==> src/rtl/dram_bist_pkg.sv <==
// Shared types and the expected-bit helper for the dram_bist_ctrl march-test sequencer.
package dram_bist_pkg;

  localparam int MAX_ADDR_W = 16;

  typedef enum logic [2:0] {
    ST_IDLE   = 3'd0,
    ST_WR     = 3'd1,
    ST_RD     = 3'd2,
    ST_WR_INV = 3'd3,
    ST_RD_INV = 3'd4,
    ST_DONE   = 3'd5
  } bist_state_e;

  typedef enum logic [1:0] {
    PAT_ZERO   = 2'd0,
    PAT_ONE    = 2'd1,
    PAT_CHECK  = 2'd2,
    PAT_PARITY = 2'd3
  } pat_sel_e;

  // Callers zero-extend the address, which leaves addr[0] and the parity unchanged.
  function automatic logic exp_bit(input pat_sel_e sel,
                                   input logic [MAX_ADDR_W-1:0] addr,
                                   input logic inv);
    logic b;
    case (sel)
      PAT_ZERO:   b = 1'b0;
      PAT_ONE:    b = 1'b1;
      PAT_CHECK:  b = addr[0];
      PAT_PARITY: b = ^addr;
      default:    b = 1'b0;
    endcase
    return b ^ inv;
  endfunction

endpackage

==> src/rtl/dram_bist_addr_cnt.sv <==
// March address counter: synchronous clear, count enable and a flag at the last address.
module dram_bist_addr_cnt #(
  parameter int ADDR_W = 8
) (
  input  logic              clk,
  input  logic              rst_n,
  input  logic              i_clr,
  input  logic              i_en,
  output logic [ADDR_W-1:0] o_addr,
  output logic              o_tc
);

  logic [ADDR_W-1:0] r_addr;

  // Address register; clear has priority and the increment wraps naturally at all-ones.
  always_ff @(posedge clk or negedge rst_n) begin
    if (!rst_n) begin
      r_addr <= {ADDR_W{1'b0}};
    end else if (i_clr) begin
      r_addr <= {ADDR_W{1'b0}};
    end else if (i_en) begin
      r_addr <= r_addr + ADDR_W'(1);
    end else begin
      r_addr <= r_addr;
    end
  end

  assign o_addr = r_addr;
  assign o_tc   = (r_addr == {ADDR_W{1'b1}});

endmodule

==> src/rtl/dram_bist_ctrl.sv <==
// Four-phase march-test sequencer for a 256x1 dual-port distributed RAM.
// Optional build macro DRAM_BIST_SPO_CHECK_EN also compares the SPO read port.
module dram_bist_ctrl
  import dram_bist_pkg::*;
#(
  parameter int ADDR_W = 8,
  parameter int ERR_W  = 8
) (
  input  logic              clk,
  input  logic              rst_n,
  input  logic              start,
  input  logic [1:0]        pattern_sel,
  output logic [ADDR_W-1:0] ram_a,
  output logic              ram_d,
  output logic              ram_we,
  output logic [ADDR_W-1:0] ram_dpra,
  input  logic              ram_spo,
  input  logic              ram_dpo,
  output logic              busy,
  output logic              done,
  output logic              pass,
  output logic [ADDR_W-1:0] err_addr,
  output logic [ERR_W-1:0]  err_count
);

  bist_state_e           r_state;
  bist_state_e           w_state_nxt;
  pat_sel_e              r_pat;
  logic                  r_start_s;
  logic                  r_start_d;
  logic                  w_start_edge;
  logic                  w_launch;
  logic                  w_cnt_clr;
  logic                  w_cnt_en;
  logic [ADDR_W-1:0]     w_addr;
  logic [MAX_ADDR_W-1:0] w_addr_ext;
  logic                  w_tc;
  logic                  w_inv;
  logic                  w_wr_phase;
  logic                  w_rd_phase;
  logic                  w_last_cmp;
  logic                  w_exp;
  logic                  w_dpo_mis;
  logic                  w_spo_mis;
  logic                  w_mis;
  logic [ERR_W-1:0]      r_err_count;
  logic [ERR_W-1:0]      w_err_nxt;
  logic [ADDR_W-1:0]     r_err_addr;
  logic                  r_pass;
  logic                  r_busy;
  logic                  r_done;

  dram_bist_addr_cnt #(.ADDR_W(ADDR_W)) u_addr_cnt (
    .clk    (clk),
    .rst_n  (rst_n),
    .i_clr  (w_cnt_clr),
    .i_en   (w_cnt_en),
    .o_addr (w_addr),
    .o_tc   (w_tc)
  );

  // Two-stage start capture; the edge is seen one cycle after start is first sampled high.
  always_ff @(posedge clk or negedge rst_n) begin
    if (!rst_n) begin
      r_start_s <= 1'b0;
      r_start_d <= 1'b0;
    end else begin
      r_start_s <= start;
      r_start_d <= r_start_s;
    end
  end

  assign w_start_edge = r_start_s & ~r_start_d;

  // State register.
  always_ff @(posedge clk or negedge rst_n) begin
    if (!rst_n) begin
      r_state <= ST_IDLE;
    end else begin
      r_state <= w_state_nxt;
    end
  end

  // Next state and counter control; every phase advances one address per cycle.
  always_comb begin
    w_state_nxt = r_state;
    w_cnt_clr   = 1'b0;
    w_cnt_en    = 1'b0;
    w_launch    = 1'b0;
    case (r_state)
      ST_IDLE, ST_DONE: begin
        if (w_start_edge) begin
          w_state_nxt = ST_WR;
          w_cnt_clr   = 1'b1;
          w_launch    = 1'b1;
        end else begin
          w_state_nxt = r_state;
        end
      end
      ST_WR: begin
        w_cnt_en = 1'b1;
        if (w_tc) w_state_nxt = ST_RD;
        else      w_state_nxt = ST_WR;
      end
      ST_RD: begin
        w_cnt_en = 1'b1;
        if (w_tc) w_state_nxt = ST_WR_INV;
        else      w_state_nxt = ST_RD;
      end
      ST_WR_INV: begin
        w_cnt_en = 1'b1;
        if (w_tc) w_state_nxt = ST_RD_INV;
        else      w_state_nxt = ST_WR_INV;
      end
      ST_RD_INV: begin
        w_cnt_en = 1'b1;
        if (w_tc) w_state_nxt = ST_DONE;
        else      w_state_nxt = ST_RD_INV;
      end
      default: begin
        w_state_nxt = ST_IDLE;
      end
    endcase
  end

  assign w_wr_phase = (r_state == ST_WR) | (r_state == ST_WR_INV);
  assign w_rd_phase = (r_state == ST_RD) | (r_state == ST_RD_INV);
  assign w_inv      = (r_state == ST_WR_INV) | (r_state == ST_RD_INV);
  assign w_last_cmp = (r_state == ST_RD_INV) & w_tc;
  assign w_addr_ext = MAX_ADDR_W'(w_addr);
  assign w_exp      = exp_bit(r_pat, w_addr_ext, w_inv);
  assign w_dpo_mis  = (ram_dpo != w_exp);

`ifdef DRAM_BIST_SPO_CHECK_EN
  assign w_spo_mis = (ram_spo != w_exp);
`else
  // SPO is not compared in this build; the term is held at zero.
  assign w_spo_mis = ram_spo & 1'b0;
`endif

  assign w_mis = w_rd_phase & (w_dpo_mis | w_spo_mis);

  // Saturating count; a mismatch on both ports in one cycle is still one error.
  always_comb begin
    w_err_nxt = r_err_count;
    if (w_launch) begin
      w_err_nxt = {ERR_W{1'b0}};
    end else if (w_mis && (r_err_count != {ERR_W{1'b1}})) begin
      w_err_nxt = r_err_count + ERR_W'(1);
    end else begin
      w_err_nxt = r_err_count;
    end
  end

  // Result registers; pass is resolved on DONE entry so it includes the final compare.
  always_ff @(posedge clk or negedge rst_n) begin
    if (!rst_n) begin
      r_pat       <= PAT_ZERO;
      r_err_count <= {ERR_W{1'b0}};
      r_err_addr  <= {ADDR_W{1'b0}};
      r_pass      <= 1'b0;
    end else begin
      r_err_count <= w_err_nxt;
      if (w_launch) begin
        r_pat      <= pat_sel_e'(pattern_sel);
        r_err_addr <= {ADDR_W{1'b0}};
        r_pass     <= 1'b0;
      end else begin
        r_pat <= r_pat;
        if (w_mis && (r_err_count == {ERR_W{1'b0}})) r_err_addr <= w_addr;
        else                                         r_err_addr <= r_err_addr;
        if (w_last_cmp) r_pass <= (w_err_nxt == {ERR_W{1'b0}});
        else            r_pass <= r_pass;
      end
    end
  end

  // Status flags registered from the next state so they line up with the phase.
  always_ff @(posedge clk or negedge rst_n) begin
    if (!rst_n) begin
      r_busy <= 1'b0;
      r_done <= 1'b0;
    end else begin
      r_busy <= (w_state_nxt == ST_WR) | (w_state_nxt == ST_RD) |
                (w_state_nxt == ST_WR_INV) | (w_state_nxt == ST_RD_INV);
      r_done <= (w_state_nxt == ST_DONE);
    end
  end

  assign ram_we    = w_wr_phase;
  assign ram_d     = w_wr_phase & w_exp;
  assign ram_a     = w_addr;
  assign ram_dpra  = w_addr;
  assign busy      = r_busy;
  assign done      = r_done;
  assign pass      = r_pass;
  assign err_addr  = r_err_addr;
  assign err_count = r_err_count;

endmodule

==> config.mk <==
export PLATFORM = sky130hd
export DESIGN_NAME = dram_bist_ctrl
export DESIGN_NICKNAME = d
export VERILOG_FILES = /design/src/rtl/dram_bist_pkg.sv /design/src/rtl/dram_bist_addr_cnt.sv /design/src/rtl/dram_bist_ctrl.sv
export SDC_FILE = /design/constraint.sdc
export NUM_CORES = 1
export LEC_CHECK = 0
export ABC_AREA = 1
export BUFFER_PORTS_ARGS = -buffer_cell sky130_fd_sc_hd__buf_4
export CELL_PAD_IN_SITES_DETAIL_PLACEMENT = 0
export CELL_PAD_IN_SITES_GLOBAL_PLACEMENT = 1
export CORE_MARGIN = 4
export CORE_UTILIZATION = 43
export CTS_CLUSTER_DIAMETER = 150
export DETAILED_ROUTE_END_ITERATION = 8
export GPL_TIMING_DRIVEN = 0
export PLACE_DENSITY = 0.88
export SLEW_MARGIN = 10
export SYNTH_ARGS = -nofsm -noshare
export SYNTH_HDL_FRONTEND = slang
export SYNTH_SLANG_ARGS = --single-unit
==> constraint.sdc <==
create_clock -name clk -period 4 [get_ports clk]
set_clock_uncertainty 0.15 [all_clocks]
set_input_delay 0.2 -clock clk [delete_from_list [all_inputs] [get_ports clk]]
set_output_delay 0.2 -clock clk [all_outputs]
set_load 0.02 [all_outputs]
=== Yosys cells after proc, flatten, opt, wreduce, memory -nomap -nowiden ===
Index checks and enable logic that the tools add are counted.

* Add/sub/neg operators: 2
* Multipliers: 0
* Div/mod/pow operators: 0
* $lt $le $gt $ge: 0
* Equality and inequality tests: 16
* Shift operators: 0
* Muxes and demuxes: 18
* Bitwise logic cells: 12
* Reductions and logical operators: 12

{| class="wikitable"
|+ Operators by type and width
! operator !! count
|-
| $mux W8 || 6
|-
| $add A8 B1 Y8 const B || 2
|-
| $logic_not A8 Y1 || 2
|-
| $reduce_xor A16 Y1 || 1
|-
| $pmux W3 S5 || 1
|-
| $eq A3 B2 Y1 const B || 4
|-
| $eq A3 B3 Y1 const B || 4
|-
| $eq A8 B8 Y1 const B || 1
|-
| $ne A8 B8 Y1 const B || 1
|-
| $mux W1 || 7
|-
| $eq A3 B1 Y1 const B || 2
|-
| $mux W3 || 2
|-
| $or A1 B1 Y1 || 6
|-
| $reduce_bool A2 Y1 || 3
|-
| $and A1 B1 Y1 || 4
|-
| $eq A2 B2 Y1 const B || 2
|-
| $pmux W1 S4 || 1
|-
| $reduce_or A4 Y1 || 1
|-
| $logic_not A3 Y1 || 1
|-
| $eq A2 B1 Y1 const B || 1
|-
| $logic_and A1 B1 Y1 || 2
|-
| $logic_not A2 Y1 || 1
|-
| $mux W2 || 1
|-
| $reduce_or A2 Y1 || 1
|-
| 3 further kinds || 3
|}

* Register bits after elaboration: 34
* Latch bits: 0
* RAM bits: 0
* Memory bits (read-only): 0
* Input bits: 7
* Output and inout port bits: 37
* Word-level logic and storage cells: 70
* Memories kept: 0

=== Longest topological paths before layout ===
Gate-level depths: netlist of run 1.

* Depth after elaboration: 11
* Depth in mapped cells: 18

=== Cells and area by module ===
A second synthesis of run 1 with hierarchy kept.

* Cell total of the unflattened synthesis: 295
* Area, all modules: 2170.8 sq um

{| class="wikitable"
|+ By module, submodules not included
! module !! times used !! cells each !! area each (sq um) !! sequential area each (sq um)
|-
| dram_bist_ctrl || 1 || 234 || 1727.9 || 650.6
|-
| dram_bist_addr_cnt || 1 || 61 || 442.9 || 200.2
|}

=== Worst setup path before layout of run 1 ===
No wires, ideal clock.

* Kind: register -> register
* From: register u_addr_cnt.r_addr[3], in the netlist u_addr_cnt.o_addr[3]
* To: register r_err_addr[5], in the netlist err_addr[5]
* Setup time: 121 ps
* Arrival time: 2029 ps
* Slack: 1700 ps
* Stages on the path, launching flop included: 16
* Clock period less this slack: 2300 ps
* Cells stage by stage: dfrtp_1 -> ha_1 -> inv_1 -> nand2_1 -> nand2_1 -> nand2_1 -> nand3_1 -> nand2_1 -> nand2_1 -> nand3_2 -> nand2_2 -> nor2_4 -> nand4_4 -> buf_6 -> nand3_2 -> o21ai_2

* Cells in the longest elaborated chain, start to end: 7

{| class="wikitable"
|+ RTL lines
! item !! line !! text
|-
| from (decl) || dram_bist_addr_cnt.sv:13 || <nowiki>logic [ADDR_W-1:0] r_addr;</nowiki>
|-
| from (signal assigned) || dram_bist_addr_cnt.sv:18 || <nowiki>r_addr <= {ADDR_W{1'b0}};</nowiki>
|-
| from (signal assigned) || dram_bist_addr_cnt.sv:20 || <nowiki>r_addr <= {ADDR_W{1'b0}};</nowiki>
|-
| from (signal assigned) || dram_bist_addr_cnt.sv:22 || <nowiki>r_addr <= r_addr + ADDR_W'(1);</nowiki>
|-
| $reduce_xor A16 Y1 || dram_bist_pkg.sv:31 || <nowiki>PAT_PARITY: b = ^addr;</nowiki>
|-
| $pmux W1 S4 || dram_bist_pkg.sv:27 || <nowiki>case (sel)</nowiki>
|-
| $xor A1 B1 Y1 || dram_bist_pkg.sv:34 || <nowiki>return b ^ inv;</nowiki>
|-
| $ne A1 B1 Y1 || dram_bist_ctrl.sv:132 || <nowiki>assign w_dpo_mis = (ram_dpo != w_exp);</nowiki>
|-
| $and A1 B1 Y1 || dram_bist_ctrl.sv:141 || <nowiki>assign w_mis = w_rd_phase & (w_dpo_mis | w_spo_mis);</nowiki>
|-
| $logic_and A1 B1 Y1 || dram_bist_ctrl.sv:170 || <nowiki>if (w_mis && (r_err_count == {ERR_W{1'b0}})) r_err_addr <= w_addr;</nowiki>
|-
| $reduce_bool A2 Y1 (no line) || -- ||
|-
| to (signal assigned) || dram_bist_ctrl.sv:166 || <nowiki>r_err_addr <= {ADDR_W{1'b0}};</nowiki>
|-
| to (signal assigned) || dram_bist_ctrl.sv:170 ||
|-
| to (signal assigned) || dram_bist_ctrl.sv:171 || <nowiki>else r_err_addr <= r_err_addr;</nowiki>
|-
| to (decl) || dram_bist_ctrl.sv:48 || <nowiki>logic [ADDR_W-1:0] r_err_addr;</nowiki>
|}

Every way passes these cells.
A chain may end at the register's enable or synchronous reset.

=== Final worst setup path of run 1 ===
* From: register u_addr_cnt.r_addr[3], in the netlist u_addr_cnt.o_addr[3]
* To: register r_err_addr[6], in the netlist err_addr[6]

The elaborated chain is that of the path after synthesis.

==> results_dict.tcl, run 1 <==
set metrics [dict create \
    relSlewSlack_pct 62.8 \
    critPathMaxStageDelay_ps 460 \
    status "finished, final reports clean" \
    start_kind "flop" \
    dr.first_iter.drc_count 50 \
    antenna_found_initial 0 \
    worstSetupPathType "reg -> reg" \
    cap_viol_max_count 0 \
    synth_edf_count 0 \
    p_leak_nw 1.39 \
    period_share_pct 63.5 \
    crit_family "simple AND/OR/NAND/NOR gates" \
    placement_rows 24 \
    fp.dieH_um 77.1 \
    total_power_mw 1.36 \
    yosys.area.top_type "dfrtp_1" \
    cts_resized 0 \
    synthSimpleGateAreaFrac_pct 31.6 \
    worstSetupEndpoint "err_addr[6]" \
    ys_seq_elements 34 \
    crit_cells 15 \
    muxShareOfSynthArea_pct 0 \
    grt_pass1_vias 1701 \
    synth_top_family_by_area "simple AND/OR/NAND/NOR gates" \
    crit_chain "ha_1 > inv_1 > nand2_1 > nand2_1 > nand2_1 > nand3_1 > nand2_1 > nand2_1 > nand3_2 > nand2_2 > nor2_4 > nand4_4 > buf_6 > nand3_2 > o21ai_2" \
    via_count 1736 \
    diodes 0 \
    drc 0 \
    die_w_um 77.1 \
    fmax_mhz 394 \
    crit_arrival_ps 2570 \
    cp_max_fo 10 \
    grt_max_degree 35 \
    min_path_type "reg -> reg" \
    r2r_setup_slack_ps 1460 \
    worst_setup_path_end_kind "flop" \
    post_cts.repair.setup_buffers 0 \
    cp_common_cell "nand2_1" \
    period_needed_ps 2540 \
    drv_slew 0 \
    synth-compound-area-share_pct 9.02 \
    finalSetupViolCount 0 \
    critPathBufInv 2 \
    synthXorXnorAreaFrac_pct 2.99 \
    crit_start "u_addr_cnt.o_addr[3]" \
    synth_top_area_share_pct 41.4 \
    holdPathStages 0 \
    cts_tree "built" \
    cts_buffers 5 \
    clockRootBuffer "clkbuf_8" \
    cts.path.max_buffers 2 \
    critical_path_required_ps 4030 \
    grt_pass1_wl_mm 7.84 \
    initial_core_util_pct 45.9 \
    grt_remaining_overflow 0 \
    synth.area.top_cells "dfrtp_1, nand2_1, inv_1" \
    yosysSeqAreaShare_pct 41.4 \
    ys_top_cells_by_count "nand2_1, dfrtp_1, inv_1" \
    synth_fp_nets 261 \
    cts.sinks 34 \
    synth_ff_type "dfrtp_1" \
    hpwl_mm 3.41 \
    fill_cells 420 \
    drt-pass1-iter-count 7 \
    post-synth-top-count-cell "nand2_1" \
    synth_warnings 0 \
    final_util_pct 57.7 \
    clk_pin_slew_ps 70 \
    routed_wl_mm 4.51 \
    routabilityCongestion 0.849 \
    avgSynthCellArea_sq_um 8.28 \
    fin_nets 314 \
    core_area_sq_mm 0.00447 \
    io_pins 44 \
    reg2reg_from "u_addr_cnt.o_addr[3]" \
    die-area_sq_mm 0.00594 \
    syn_area_sq_mm 0.00205 \
    pwr_density_cell_mw_per_mm2 529 \
    ant_nets 0 \
    setup_tns_ps 0 \
    syn2layout_area_growth_pct 25.7 \
    async_flop_share_pct 100 \
    timing.hold.ws_ps 238 \
    r2r-end "err_addr[6]" \
    rsz0062_at_grt "no" \
    finalHoldViolations 0 \
    synth_cells 248 \
    rr_worst_depth 15 \
    synthAdderAreaFrac_pct 3.66 \
    clk_latency_ps 290 \
    detail_route.vias_per_cell 4.90 \
    htreeDepth 2 \
    io_buffer_count 42 \
    yosysUniqueCellTypes 32 \
    ir_drop_mv 0.369 \
    worst_pin_slew_ps 558 \
    cpMaxStageDelayCell "dfrtp_1" \
    grt_usage_pct 16.3 \
    drive_gt1_share_pct 32.8 \
    wire_per_inst_um 12.7 \
]
[final cells by class]
| cell class | instances | area (sq um) | area share, % |
|---|---|---|---|
| plain buffers | 11 | 78.8 | 3.06 |
| repair buffers | 46 | 355 | 13.8 |
| flip-flops and latches | 34 | 851 | 33.0 |
| well taps | 52 | 65.1 | 2.52 |
| multi-input cells | 162 | 970 | 37.6 |
| clock inverters | 1 | 30.0 | 1.16 |
| clock buffers | 7 | 76.3 | 2.96 |
| inverters | 41 | 154 | 5.97 |
[routing by layer]
layer,part of all wire (%),global-route usage [%]
met3,4.9,2.81
met5,0,0
met1,44,20.1
met2,49,27.6
met4,1.9,7.47
[layout by cell type, fill, tap and decap left out, types with 5 or more instances in the layout]
master	netlist	layout
o21ai_0	8	8
a21oi_1	7	7
nand2_1	54	54
dfrtp_1	34	34
o21ai_2	8	8
nor2_1	13	13
nand2_2	5	5
nand3_2	7	7
clkbuf_8	0	5
inv_1	32	32
ha_1	6	6
buf_4	8	50
nand3_1	22	22
inv_2	9	9
[what timing repair did]
action	4_1_cts	5_1_grt
hold buffers	4	0
endpoints found under the hold margin	37	0
endpoints found under the setup margin	0	0
[power by group]
part	switching, mW	internal, mW	total (mW)
Combinational	0.352	0.248	0.600
Sequential	0.0622	0.388	0.451
Clock	0.127	0.186	0.313
[state kept, by name, summed over array words and instances, names as in the netlist]
name	flops
u_addr_cnt.o_addr	8
r_start_d	1
pass	1
err_addr	8
r_pat	2
r_state	3
err_count	8
r_start_s	1
done	1
busy	1
[per-stage QoR]
stage | setup WS [ps] | instance area [sq um] | instances
2_1_floorplan | 1700 | 2050 | 248
3_3_place_gp | 1490 | 2430 | 342
3_5_place_dp | 1480 | 2430 | 342
4_1_cts | 1440 | 2580 | 354
5_1_grt | 1190 | 2580 | 354
6_report | 1460 | 2580 | 354
[cell families after synthesis]
kind of cell             after synthesis
adder cells (fa/ha/maj)                6
AND/OR/NAND/NOR                      120
XOR/XNOR                               7
flip-flops                            34
buffers and inverters                 52
AO/OA/AOI/OAI                         29
[worst min-delay path by stage]
| stage | slack (ps) | from | endpoint |
|---|---|---|---|
| after floorplan | -250 | rst_n | busy |
| after global routing | 240 | r_start_s | r_start_d |
| after CTS | 240 | r_start_s | r_start_d |
| after detailed placement | 30 | rst_n | r_pat[1] |
| final | 240 | r_start_s | r_start_d |
| after global placement | 30 | rst_n | r_start_s |
(Power assumes the default switching activity.)
==> run 2, diff against run 1 <==
--- a/config.mk
+++ b/config.mk
@@ -5,16 +5,16 @@
 export SDC_FILE = /design/constraint.sdc
 export NUM_CORES = 1
 export LEC_CHECK = 0
-export ABC_AREA = 1
+export ABC_AREA = 0
 export BUFFER_PORTS_ARGS = -buffer_cell sky130_fd_sc_hd__buf_4
 export CELL_PAD_IN_SITES_DETAIL_PLACEMENT = 0
 export CELL_PAD_IN_SITES_GLOBAL_PLACEMENT = 1
 export CORE_MARGIN = 4
-export CORE_UTILIZATION = 43
+export CORE_UTILIZATION = 41
 export CTS_CLUSTER_DIAMETER = 150
 export DETAILED_ROUTE_END_ITERATION = 8
 export GPL_TIMING_DRIVEN = 0
-export PLACE_DENSITY = 0.88
+export PLACE_DENSITY = 0.83
 export SLEW_MARGIN = 10
 export SYNTH_ARGS = -nofsm -noshare
 export SYNTH_HDL_FRONTEND = slang
==> constraint.sdc (replaced) <==
create_clock -name clk -period 2.65 [get_ports clk]
set_clock_uncertainty 0.15 [all_clocks]
set_input_delay 0.1325 -clock clk [delete_from_list [all_inputs] [get_ports clk]]
set_output_delay 0.1325 -clock clk [all_outputs]
set_load 0.02 [all_outputs]
==> run 2 against run 1 <==
The run now ends with setup timing left. Via count is 4.6% lower. Sequential power rose by 53%. Core utilization increased by 2.9 points. Largest cell class unchanged. Largest power group unchanged.
==> results_dict.tcl, run 2 <==
set metrics [dict create \
    synth_ff_type "dfrtp_1" \
    antenna_found_initial 0 \
    fin_nets 283 \
    rr_worst_depth 9 \
    synth_top_area_share_pct 43.7 \
    cp_max_fo 5 \
    synth_fp_nets 215 \
    cts.sinks 34 \
    yosysSeqAreaShare_pct 43.7 \
    routed_wl_mm 4.76 \
    die_w_um 76.9 \
    r2r_setup_slack_ps -400 \
    worst_setup_path_end_kind "flop" \
    grt_pass1_vias 1630 \
    r2r-end "pass" \
    syn2layout_area_growth_pct 39.3 \
    cts_tree "built" \
    finalSetupViolCount 1 \
    drc 0 \
    detail_route.vias_per_cell 5.13 \
    setup_slack_ps -395 \
    crit_start "u_addr_cnt.o_addr[0]" \
    reg2reg_from "u_addr_cnt.o_addr[0]" \
    synth.area.top_cells "dfrtp_1, mux2i_1, nand2_1" \
    syn_area_sq_mm 0.00195 \
    synth_edf_count 0 \
    io_buffer_count 42 \
    fp.dieH_um 76.9 \
    worstSetupEndpoint "pass" \
    clk_latency_ps 290 \
    clockRootBuffer "clkbuf_8" \
    yosysUniqueCellTypes 44 \
    die-area_sq_mm 0.00591 \
    ys_seq_elements 34 \
    violations "setup timing" \
    period_share_pct 115 \
    cap_viol_max_count 0 \
    placement_rows 24 \
    finalHoldViolations 0 \
    core_area_sq_mm 0.00447 \
    worstSetupPathType "reg -> reg" \
    synth_warnings 0 \
    ir_drop_mv 0.822 \
    yosys.area.top_type "dfrtp_1" \
    p_leak_nw 1.30 \
    setup_tns_ps -395 \
    min_path_type "in -> async" \
    final_util_pct 60.6 \
    hpwl_mm 3.23 \
    grt_pass1_wl_mm 7.85 \
    cts.path.max_buffers 2 \
    grt_max_degree 35 \
    ys_top_cells_by_count "dfrtp_1, nand2_1, nor2_1" \
    layout_common_cells "buf_4, nand2_1, dfrtp_1, nor2_1, mux2i_1" \
    drv_slew 0 \
    io_pins 44 \
    fmax_mhz 328 \
    initial_core_util_pct 43.5 \
    avgSynthCellArea_sq_um 9.63 \
    dr.first_iter.drc_count 112 \
    routabilityCongestion 0.827 \
    grt_usage_pct 16.6 \
    drt-pass1-iter-count 4 \
    relSlewSlack_pct 53.1 \
    timing.hold.ws_ps 175 \
    async_flop_share_pct 100 \
    start_kind "flop" \
    status "complete, but fails checks" \
    ant_nets 0 \
    clk_pin_slew_ps 80 \
    htreeDepth 2 \
    cts_buffers 5 \
    pwr_density_cell_mw_per_mm2 892 \
    fill_cells 402 \
    seqCellArea_sq_um 861 \
    worst_pin_slew_ps 698 \
    multi_input_area_sq_mm 0.00109 \
    critical_path_required_ps 2700 \
    synth_cells 202 \
    final_common_cell "buf_4" \
    post-synth-top-count-cell "dfrtp_1" \
    crit_arrival_ps 3090 \
    period_needed_ps 3050 \
    rsz0062_at_grt "yes" \
    wire_per_inst_um 14.7 \
    diodes 0 \
    grt_remaining_overflow 0 \
    drive_gt1_share_pct 37.3 \
    via_count 1657 \
]
-- run 2: changes by cell type in the layout (fill, tap and decap cells not counted), sizes merged, moves of 5 or more --
cell   previous run  this run
a21oi             8         3
and2              0         5
buf              51        65
inv              41        10
mux2i             0        12
nand2            60        27
nand3            29         7
o21ai            18         3
xnor2             3        11
-- run 2: routing by layer --
metal / vias up / global-route usage (%) / wire (um)
met2: 50 / 27.1 / 2270
met4: 0 / 5.98 / 78
li1: 811 / - / -
met5: - / 0 / 0
met1: 787 / 21.9 / 2180
met3: 9 / 3.28 / 222
-- run 2: final cells by class --
class	instances	share of cell area (%)
Buffer	14	3.05
Clock inverter	2	0.508
Sequential cell	34	31.8
Inverter	10	1.39
Tap cell	52	2.40
Multi-Input combinational cell	144	40.4
Timing Repair Buffer	61	17.9
Clock buffer	6	2.68
-- run 2: cells by family (layout without fill, tap and decap cells) --
group                    after synthesis  in the layout  share of synthesized area [%]
multiplexers                          15             15                           8.49
AO/OA/AOI/OAI                         21             21                           7.91
adder cells (fa/ha/maj)                6              6                           3.86
flip-flops                            34             34                           43.7
AND/OR/NAND/NOR                       85             85                           21.8
XOR/XNOR                              17             17                           8.04
buffers and inverters                 24             93                           6.17
-- run 2: worst min path at each step --
stage | startpoint | to | slack, ps
6_report | rst_n | done | 170
4_1_cts | rst_n | busy | 190
5_1_grt | rst_n | r_state[0] | 220
3_3_place_gp | rst_n | busy | -40
3_5_place_dp | rst_n | done | -40
2_1_floorplan | rst_n | busy | -310
-- run 2: worst max-delay path, stage by stage (launching register included) --
cell,delay [ps]
dfrtp_2,460
ha_4,280
xnor2_4,130
xnor2_2,200
mux2_4,340
nand2_4,70
mux2_4,330
mux2_4,310
or4b_4,510
o31ai_4,190
-- run 2: metrics by stage --
step | total power, mW | setup WS (ps) | area [sq um] | std cells
5_1_grt | 2.58 | -468 | 2710 | 323
3_3_place_gp | 1.79 | -538 | 2400 | 296
2_1_floorplan | 1.49 | -396 | 2020 | 202
6_report | 2.42 | -395 | 2710 | 323
3_5_place_dp | 1.80 | -560 | 2400 | 296
4_1_cts | 2.32 | -436 | 2610 | 316
-- run 2: report_power, final --
part	internal (mW)	leakage [nW]	switching, mW
combinational	0.716	0.828	0.625
clock	0.185	0.0452	0.199
sequential	0.607	0.431	0.0843
total	1.51	1.30	0.908
-- run 2: repair_timing --
action / CTS / global route
resized for setup: 5 / 5
hold buffers: 4 / 0
setup buffers: 8 / 7
endpoints found under the setup margin: 10 / 13
pin swaps: 2 / 6
hold endpoints to repair: 37 / 0
